`config.mk`:
```
export PLATFORM = sky130hd
export DESIGN_NAME = fetcher
export DESIGN_NICKNAME = d
export VERILOG_FILES = /design/src/rtl/fetcher.sv
export SDC_FILE = /design/constraint.sdc
export NUM_CORES = 1
export LEC_CHECK = 0
export ABC_CLOCK_PERIOD_IN_PS = 14000
export CORE_ASPECT_RATIO = 1.75
export CORE_UTILIZATION = 60
export CTS_CLUSTER_DIAMETER = 150
export CTS_CLUSTER_SIZE = 25
export DETAILED_ROUTE_END_ITERATION = 8
export PLACE_DENSITY = 0.85
export SLEW_MARGIN = 20
export SYNTH_ARGS = -nofsm -noshare
export SYNTH_HDL_FRONTEND = slang
export SYNTH_SLANG_ARGS = --single-unit
export TNS_END_PERCENT = 50
```
`constraint.sdc`:
```
create_clock -name clk_i -period 14 [get_ports clk_i]
set_input_delay 2.1 -clock clk_i [delete_from_list [all_inputs] [get_ports clk_i]]
set_output_delay 2.1 -clock clk_i [all_outputs]
set_load 0.05 [all_outputs]
```
`src/rtl/fetcher.sv`:
```
// Instruction fetcher: issues one ICache request at a time, hands each returned
// instruction to the branch predictor, and buffers {instr, pc, pred_jump} in a
// circular instruction queue for the decoder. A ROB flush empties the queue and
// redirects the pc; a response still in flight at flush time is dropped.
//
// Ports
//   clk_i, rst_ni          clock, asynchronous active-low reset
//   rdy_i                  global enable; low freezes all state
//   ic_req_valid_o/pc_o    fetch request to ICache (pc_o always mirrors pc)
//   ic_rsp_valid_i/instr_i single-cycle ICache response
//   pred_instr_valid_o,
//   pred_instr_o,
//   pred_cur_pc_o          instruction presented to the branch predictor
//   pred_predict_pc_i      predictor's next pc (combinational)
//   iq_out_*               queue head to decoder; iq_out_ready_i pops it
//   flush_i, flush_pc_i    misprediction rollback and corrected pc
module fetcher #(
  parameter int unsigned IqDepth = 8
) (
  input  logic        clk_i,
  input  logic        rst_ni,
  input  logic        rdy_i,
  output logic        ic_req_valid_o,
  output logic [31:0] ic_req_pc_o,
  input  logic        ic_rsp_valid_i,
  input  logic [31:0] ic_rsp_instr_i,
  output logic        pred_instr_valid_o,
  output logic [31:0] pred_instr_o,
  output logic [31:0] pred_cur_pc_o,
  input  logic [31:0] pred_predict_pc_i,
  output logic        iq_out_valid_o,
  output logic [31:0] iq_out_instr_o,
  output logic [31:0] iq_out_pc_o,
  output logic        iq_out_pred_jump_o,
  input  logic        iq_out_ready_i,
  input  logic        flush_i,
  input  logic [31:0] flush_pc_i
);

  localparam int unsigned PtrW = $clog2(IqDepth);
  localparam int unsigned CntW = $clog2(IqDepth + 1);

  typedef enum logic [1:0] {StIdle, StWait, StDiscard} state_e;

  state_e            state_q, state_d;
  logic [31:0]       pc_q, pc_d;
  logic [PtrW-1:0]   head_q, head_d, tail_q, tail_d;
  logic [CntW-1:0]   cnt_q, cnt_d;

  logic [31:0]       instr_mem_q [IqDepth];
  logic [31:0]       pc_mem_q    [IqDepth];
  logic [IqDepth-1:0] jump_mem_q;

  logic q_empty, q_full, active;
  logic req, rsp_accept, push, pop, pred_jump;

  assign q_empty = (cnt_q == '0);
  assign q_full  = (cnt_q == CntW'(IqDepth));
  // Gate with rst_ni so nothing is requested while reset is still asserted.
  assign active  = rdy_i & rst_ni;

  assign req        = active & (state_q == StIdle) & ~flush_i & ~q_full;
  assign rsp_accept = active & (state_q == StWait) & ic_rsp_valid_i & ~flush_i;
  assign push       = rsp_accept;
  assign pop        = active & ~q_empty & iq_out_ready_i & ~flush_i;
  assign pred_jump  = (pred_predict_pc_i != (pc_q + 32'd4));

  // FSM: state register
  always_ff @(posedge clk_i or negedge rst_ni) begin
    if (!rst_ni) begin
      state_q <= StIdle;
    end else begin
      state_q <= state_d;
    end
  end

  // FSM: next state
  always_comb begin
    state_d = state_q;
    if (rdy_i) begin
      unique case (state_q)
        StIdle: begin
          if (req) state_d = StWait;
        end
        StWait: begin
          // A response always retires the request, even when a flush drops it.
          if (ic_rsp_valid_i)  state_d = StIdle;
          else if (flush_i)    state_d = StDiscard;
        end
        StDiscard: begin
          if (ic_rsp_valid_i) state_d = StIdle;
        end
        default: state_d = StIdle;
      endcase
    end
  end

  // FSM: outputs
  always_comb begin
    ic_req_valid_o     = req;
    pred_instr_valid_o = rsp_accept;
  end

  assign ic_req_pc_o   = pc_q;
  assign pred_instr_o  = ic_rsp_instr_i;
  assign pred_cur_pc_o = pc_q;

  assign iq_out_valid_o     = ~q_empty;
  assign iq_out_instr_o     = instr_mem_q[head_q];
  assign iq_out_pc_o        = pc_mem_q[head_q];
  assign iq_out_pred_jump_o = jump_mem_q[head_q];

  // Datapath next state: pc, pointers, occupancy
  always_comb begin
    pc_d   = pc_q;
    head_d = head_q;
    tail_d = tail_q;
    cnt_d  = cnt_q;
    if (rdy_i) begin
      if (flush_i) begin
        pc_d   = flush_pc_i;
        head_d = '0;
        tail_d = '0;
        cnt_d  = '0;
      end else begin
        if (push) begin
          tail_d = tail_q + PtrW'(1);
          pc_d   = pred_predict_pc_i;
        end
        if (pop) head_d = head_q + PtrW'(1);
        unique case ({push, pop})
          2'b10:   cnt_d = cnt_q + CntW'(1);
          2'b01:   cnt_d = cnt_q - CntW'(1);
          default: cnt_d = cnt_q;
        endcase
      end
    end
  end

  always_ff @(posedge clk_i or negedge rst_ni) begin
    if (!rst_ni) begin
      pc_q   <= '0;
      head_q <= '0;
      tail_q <= '0;
      cnt_q  <= '0;
    end else begin
      pc_q   <= pc_d;
      head_q <= head_d;
      tail_q <= tail_d;
      cnt_q  <= cnt_d;
    end
  end

  // Queue storage needs no reset: entries are only read when counted valid.
  always_ff @(posedge clk_i) begin
    if (push) begin
      instr_mem_q[tail_q] <= ic_rsp_instr_i;
      pc_mem_q[tail_q]    <= pc_q;
      jump_mem_q[tail_q]  <= pred_jump;
    end
  end

endmodule

```
---- Yosys cells after proc, flatten, opt, wreduce, memory -nomap -nowiden ----
Memory sizes are Yosys's and may differ from the RTL's.
Cells that the tools add are included.
operators by class
  $add $sub $neg .......................... 5
  multipliers ............................. 0
  reductions and logical operators ........ 10
  divide/modulo/power cells ............... 0
  order comparisons ....................... 3
  bitwise operators ....................... 13
  shifts and indexed selects .............. 0
  eq/ne operators ......................... 9
  mux-type cells .......................... 20
operators by type and width
  kind                     number
  $mux W32                 2
  $add A32 B3 Y32 const B  1
  $ne A32 B32 Y1           1
  $mux W3                  4
  $and A1 B1 Y1            10
  $bwmux W8                1
  $lt A3 B4 Y1 const B     2
  $mux W2                  4
  $pmux W4 S2              1
  $add A3 B1 Y3 const B    2
  $pmux W2 S3              1
  $reduce_and A2 Y1        3
  $add A4 B1 Y4 const B    1
  $eq A2 B1 Y1 const B     2
  $eq A2 B2 Y1 const B     2
  $eq A4 B4 Y1 const B     1
  $logic_not A4 Y1         1
  $mux W1                  4
  $mux W4                  1
  $ne A2 B2 Y1 const B     2
  $reduce_and A4 Y1        1
  $reduce_bool A2 Y1       2
  $sub A4 B1 Y4 const B    1
  $bmux W1 S3              1
  7 further kinds          9
storage, ports and cells
  flip-flop bits (word level) ............. 52
  ROM bits ................................ 0
  memory bits (writable) .................. 512
  word-level logic and storage cells ...... 68
  bits in latches ......................... 0
  memories ................................ 2
  input port bits ......................... 102
memories
  name         depth  bits a word  read ports  clocked after Yosys merged registers in  wr ports  line  RTL
  instr_mem_q  8      32           1           0                                        1         50    logic [31:0] instr_mem_q [IqDepth];
  pc_mem_q     8      32           1           0                                        1         51    logic [31:0] pc_mem_q [IqDepth];

---- Longest topological paths before layout ----
Gate-level depths: netlist of run 1.
  word-level depth ........................ 8
  mapped depth ............................ 11

---- Worst setup path after synthesis of run 1 ----
Ideal clock, no wire load.
  kind .................................... input port to flip-flop
  start ................................... input port flush_i
  end ..................................... memory instr_mem_q[0][0] (enable)
  slack ................................... 4,526 ps
  required time ........................... 13,432 ps
  cell stages on the path ................. 4
  path buffers ............................ 1
  data arrival time ....................... 8,907 ps
  setup time .............................. 568 ps
  cell sequence ........................... clkbuf_1 > nor4_1 > nand2b_1 > nor3_1
on the way
  longest elaborated chain between the ends .. 4
ends and longest elaborated chain
  item                           line  RTL
  from (decl)                    36    input logic flush_i,
  $not A1 Y1                     63    assign rsp_accept = active & (state_q == StWait) & ic_rsp_valid_i & ~flush_i;
  $and A1 B1 Y1                  63
  via pred_instr_valid_o         27    output logic pred_instr_valid_o,
  $mux W1                        156   if (push) begin
  $mux W1 (implied by the code)  157   instr_mem_q[tail_q] <= ic_rsp_instr_i;
  to (decl)                      50
The timed path passes the listed nets, and every way through them passes these cells.

---- Worst setup path in the final report of run 1 ----
  start ................................... input port rdy_i
  end ..................................... output port pred_instr_valid_o
on the way
  longest elaborated chain between the ends .. 4
ends and longest elaborated chain
  item                         line  RTL
  from (decl)                  22    input logic rdy_i,
  $and A1 B1 Y1                60    assign active = rdy_i & rst_ni;
  $and A1 B1 Y1 (3 in series)  63
  to (decl)                    27
Every way passes these cells.

==> results_dict.tcl, run 1 <==
set metrics [dict create \
    ys_seq_area_share_pct 72.1 \
    track_usage_pct 25.3 \
    wirelength_mm 49.3 \
    cts_tree "yes" \
    die_x_um 151 \
    via_per_inst 6.22 \
    ctsResizeCount 0 \
    wl_met1_mm 18.1 \
    rows 95 \
    routedWlPerCell_um 26.0 \
    drc_errors 0 \
    grt_overflow 0 \
    die_y_um 262 \
    required_ns 11.90 \
    cts_setup_buffers 0 \
    fillCellCount 2335 \
    die_area_um2 39500 \
    cap_violations 0 \
    drt_iter0_drc 828 \
    leakage_nw 8.56 \
    grt_pass1_vias 12300 \
    cp_max_fo 12 \
    top_layer "met4" \
    synthArstFlopShare_pct 7.80 \
    cts_root_buf "clkbuf_16" \
    ys_seq_elements 564 \
    worst_pin_slew_ns 1.09 \
    max_stage_delay_ns 0.93 \
    io_buffers 265 \
    grt_pass1_wl_mm 72.7 \
    syn_area_um2 23200 \
    fin_crit_sh_pct 47.8 \
    wl_met3_mm 2.53 \
    layout.nets 1492 \
    slew_headroom_pct 27.3 \
    pin_count 266 \
    area_growth_pct 15.4 \
    final_cell_mix "edfxtp_1, clkdlybuf4s50_1, mux4_2, mux2_2, nand2_1" \
    finalPower_mw 4.39 \
    hpwl_mm 29.5 \
    ys_types 52 \
    clock_path_buffers 3 \
    fin_crit_ns 6.70 \
    status "complete, no violations" \
    ant_nets 0 \
    crit_top_cell "clkdlybuf4s50_1" \
    hold_class "flip-flop to flip-flop" \
    synth_cells 1189 \
    cp-start-kind "input pin" \
    final_common_cell "edfxtp_1" \
    fin_setup_tns_ns 0 \
    avgSynthCellArea_um2 19.5 \
    routabilityCongestion 0.873 \
    clk_pin_slew_worst_paths_ns 0.10 \
    hold_buffers 0 \
    finalClockSkew_ns 0.0261 \
    start_util_pct 60.6 \
    final_hold_viol_count 0 \
    drtPass1Iterations 5 \
    slew_violations 0 \
    syn-num-nets 1297 \
    met2_length_mm 27.0 \
    cts_buffers 26 \
    rsz0062_at_grt "false" \
    power.density_nw_per_um2 164 \
    vias 11800 \
    path_class "input pin to output port" \
    fmax_mhz 149 \
    cp_cell_sequence "clkdlybuf4s50_1 -> nand2_1 -> nor4_1 -> clkdlybuf4s50_1" \
    synth-edff-count 520 \
    antenna_found_initial 3 \
    setup_viol 0 \
    clock-sinks 564 \
    slowest_stage "clkdlybuf4s50_1" \
    ys_warn_count 0 \
    arrival_ns 4.60 \
    critPathCaptureType "output port" \
    max-vdd-ir-drop_mv 0.119 \
    grt_max_degree 73 \
    yosys_most_used_dff "edfxtp_1" \
    coreArea_um2 38300 \
    h-tree-depth 1 \
    drive_above_1_share_pct 19.2 \
    insertion_delay_ns 0.58 \
]
[final cells by class]
cell class,instances,area [um^2],area share [%]
Inverter,5,18.8,0.0701
Timing Repair Buffer,286,2820,10.5
Clock inverter,1,16.3,0.0608
Tap cell,485,607,2.27
Sequential cell,564,16700,62.5
Clock buffer,47,751,2.80
Multi-Input combinational cell,501,5830,21.8
Antenna cell,3,7.51,0.0280
[stage by stage]
stage / utilization (%) / instances / instance area [um^2] / setup slack (ns) / hold slack [ns]
floorplan: - / 1189 / 23200 / 4.53 / 0.489
global route: 70.0 / 1892 / 26800 / 7.16 / 0.604
global placement: 67.9 / 1840 / 26000 / 7.28 / 0.531
finish: 70.0 / 1892 / 26800 / 7.30 / 0.567
CTS: 69.9 / 1888 / 26700 / 7.30 / 0.560
detailed placement: 67.9 / 1840 / 26000 / 7.32 / 0.537
[sequential cells by signal, summed over array words and instances (netlist names)]
name / count
cnt_q: 4
pc_mem_q: 256
state_q: 2
head_q: 3
instr_mem_q: 256
jump_mem_q: 8
tail_q: 3
ic_req_pc_o: 32
[worst paths after layout]
path	start	end	slack, ns	depth (start not counted)
min reg2reg	state_q[0]	state_q[0]	0.57	1
min	state_q[0]	state_q[0]	0.57	1
min in group asynchronous	rst_ni	ic_req_pc_o[21]	1.61	2
max	rdy_i	pred_instr_valid_o	7.30	4
max reg2reg	ic_req_pc_o[3]	jump_mem_q[4]	10.13	8
max in group asynchronous	rst_ni	head_q[0]	11.92	2
[metal layers]
layer / track usage, % / up-vias
met5: 0 / -
met4: 9.92 / 0
met3: 2.50 / 95
met2: 45.7 / 485
met1: 31.3 / 6101
li1: - / 5094
[report_power, final]
group	internal [mW]	leakage [nW]	total (mW)	switching, mW
Clock	0.368	0.363	0.848	0.480
Combinational	0.652	2.93	1.49	0.839
Sequential	1.89	5.26	2.05	0.159
Total	2.91	8.56	4.39	1.48
[cell usage after synthesis, types with 2 or more instances]
library cell | count | share of area, %
edfxtp_1 | 520 | 67
mux4_2 | 130 | 13
mux2_2 | 68 | 3.3
buf_4 | 65 | 2.1
nand2_1 | 58 | 0.94
dfrtp_1 | 44 | 4.7
clkbuf_1 | 41 | 0.66
mux2i_1 | 38 | 1.6
o21ai_0 | 37 | 0.80
xnor2_1 | 25 | 0.94
xor2_1 | 22 | 0.83
nor2_1 | 14 | 0.23
a21oi_1 | 12 | 0.26
nand3_1 | 12 | 0.26
buf_2 | 10 | 0.22
nor3_1 | 9 | 0.19
nand4_1 | 8 | 0.22
nand2b_1 | 6 | 0.16
nor4_1 | 6 | 0.16
ha_1 | 5 | 0.27
inv_1 | 5 | 0.081
and4_1 | 4 | 0.15
nor3b_1 | 4 | 0.13
o22ai_1 | 4 | 0.11
o31ai_1 | 4 | 0.13
buf_1 | 3 | 0.049
nor2b_1 | 3 | 0.081
a21o_1 | 2 | 0.065
and2_1 | 2 | 0.054
and4b_1 | 2 | 0.086
nand4_4 | 2 | 0.18
nand4b_1 | 2 | 0.076
o211ai_1 | 2 | 0.065
or4_1 | 2 | 0.065
[logic make-up after synthesis]
group	Yosys count	share of synthesized area, %
flops	564	72.1
xor+xnor	47	1.77
compound gates	70	1.77
mux	236	17.6
simple gates	142	3.37
buf+inv	124	3.11
fa+ha+maj	6	0.356
[worst max-delay path: cells and delay by family]
| kind | cells | cell delay, ns |
|---|---|---|
| buf+inv | 2 | 1.73 |
| simple gates | 2 | 0.76 |
Note: power is estimated with default switching activity, not from simulation.
==> run 2, diff against run 1 <==
Settings changed: ABC_CLOCK_PERIOD_IN_PS 14000 to 6980, CORE_UTILIZATION 60 to 56, PLACE_DENSITY 0.85 to 0.8.
Clock period 14 ns to 6.98 ns, I/O delays scaled along.
==> run 2 against run 1 <==
Effect of this change: critical path type is now flip-flop to output port; largest power group unchanged; die area grew 7.1%; sequential cell count is the same; sequential share of layout area decreased by 0.40 points.
==> results_dict.tcl, run 2 (synthesis gave the netlist of run 1 again) <==
set metrics [dict create \
    status "complete, no violations" \
    crit_family "buffers and inverters" \
    grt_max_degree 129 \
    io_buffers 265 \
    diodes 0 \
    finalPower_mw 8.86 \
    final_cell_mix "edfxtp_1, clkdlybuf4s50_1, mux4_2, mux2_2, nand2_1" \
    required_ns 5.93 \
    fin_setup_tns_ns 0 \
    fin_crit_sh_pct 68.5 \
    setup_ws_ns 2.20 \
    finalClockSkew_ns 0.0210 \
    drtPass1Iterations 5 \
    clk_pin_slew_worst_paths_ns 0.10 \
    cap_violations 0 \
    dp_slack_ns 2.43 \
    max_stage_delay_ns 0.88 \
    internal_power_mw 5.86 \
    layout.nets 1491 \
    clock-sinks 564 \
    coreArea_um2 40800 \
    ctsResizeCount 0 \
    cts_root_buf "clkbuf_16" \
    pin_count 266 \
    reg2reg_slack_ns 3.05 \
    clock_path_buffers 3 \
    slew_violations 0 \
    power.density_nw_per_um2 329 \
    power_frac_seq_pct 45.7 \
    grt_overflow 0 \
    slowest_stage "dfrtp_4" \
    grt_pass1_vias 12300 \
    wirelength_mm 48.7 \
    slew_headroom_pct 40.9 \
    area_growth_pct 16.2 \
    critPathCaptureType "output port" \
    cts_buffers 26 \
    final_common_cell "edfxtp_1" \
    drive_above_1_share_pct 19.2 \
    switching_power_mw 3.00 \
    insertion_delay_ns 0.58 \
    setup_viol 0 \
    vias 11700 \
    final_hold_viol_count 0 \
    hold_class "flip-flop to flip-flop" \
    path_class "flip-flop to output port" \
    switching_share_pct 33.9 \
    pwr-share-comb_pct 34.9 \
    max-vdd-ir-drop_mv 0.310 \
    pwr-share-clk_pct 19.3 \
    die_area_um2 42300 \
    rows 98 \
    rsz0062_at_grt "false" \
    leakage_nw 8.57 \
    hold_buffers 0 \
    hpwl_mm 29.6 \
    drt_iter0_drc 792 \
    antenna_found_initial 0 \
    h-tree-depth 1 \
    cp_max_fo 76 \
    cp_cell_sequence "buf_12 -> mux4_2 -> mux2_2 -> clkdlybuf4s50_1" \
    routabilityCongestion 0.795 \
    die_y_um 271 \
    cts_setup_buffers 0 \
    fin_crit_ns 4.78 \
    arrival_ns 3.74 \
    drc_errors 0 \
    cp-start-kind "flip-flop" \
    grt_pass1_wl_mm 74.2 \
    start_util_pct 56.8 \
    fmax_mhz 209 \
    ant_nets 0 \
    via_per_inst 5.97 \
    track_usage_pct 23.7 \
    die_x_um 156 \
    cts_tree "yes" \
    routedWlPerCell_um 24.9 \
    worst-path-buf-inv 2 \
    worst_pin_slew_ns 0.884 \
]
run 2: cell types whose count changed in the layout (fill, tap and decap cells not counted), sizes merged:
cell and delta:
buf -1, diode -3
run 2: path summary, 6_finish.rpt:
check | start | endpoint | depth (start not counted)
max in group asynchronous | rst_ni | head_q[1] | 2
hold reg to reg | tail_q[0] | tail_q[0] | 2
min in group asynchronous | rst_ni | ic_req_pc_o[20] | 2
setup reg to reg | ic_req_pc_o[3] | jump_mem_q[5] | 8
setup / recovery | head_q[0] | iq_out_pc_o[18] | 4
hold / removal | tail_q[0] | tail_q[0] | 2
run 2: area by class of cell:
type,count,area (um^2)
tap,550,688
multi-input combinational,501,5830
clock buffer,47,751
inverter,5,18.8
fill,2662,13900
sequential,564,16700
clock inverter,1,16.3
timing repair buffer,285,2910
run 2: per-stage QoR:
stage | instance area, um^2 | instances | util (%) | hold WS (ns)
2_1_floorplan | 23200 | 1189 | - | 0.489
3_3_place_gp | 26200 | 1904 | 64.0 | 0.524
3_5_place_dp | 26200 | 1904 | 64.0 | 0.521
4_1_cts | 26900 | 1952 | 65.9 | 0.546
5_1_grt | 26900 | 1953 | 66.0 | 0.586
6_report | 26900 | 1953 | 66.0 | 0.547
run 2: per-layer routing:
metal	global-route usage [%]	wire, um
met5	0	0
met3	2.00	2150
met1	29.8	18100
met4	6.11	970
met2	44.0	27500
run 2: worst reg2reg max path, cell delays in order (launching register included):
cell and delay [ns]:
dfrtp_1 0.79, ha_1 0.44, nand4_4 0.15, nor4_1 0.68, and4_1 0.36, mux2_2 0.35
nor3_1 0.17, o21a_1 0.19, nand4_1 0.39
run 2: power groups by stage:
| stage | Sequential [mW] | Combinational [mW] | Clock (mW) |
|---|---|---|---|
| 3_3_place_gp | 4.13 | 3.09 | 0 |
| 5_1_grt | 4.08 | 3.24 | 1.85 |
| 3_5_place_dp | 4.14 | 3.11 | 0 |
| 2_1_floorplan | 4.10 | 2.22 | 0 |
| 6_report | 4.05 | 3.09 | 1.71 |
| 4_1_cts | 4.06 | 3.13 | 1.74 |
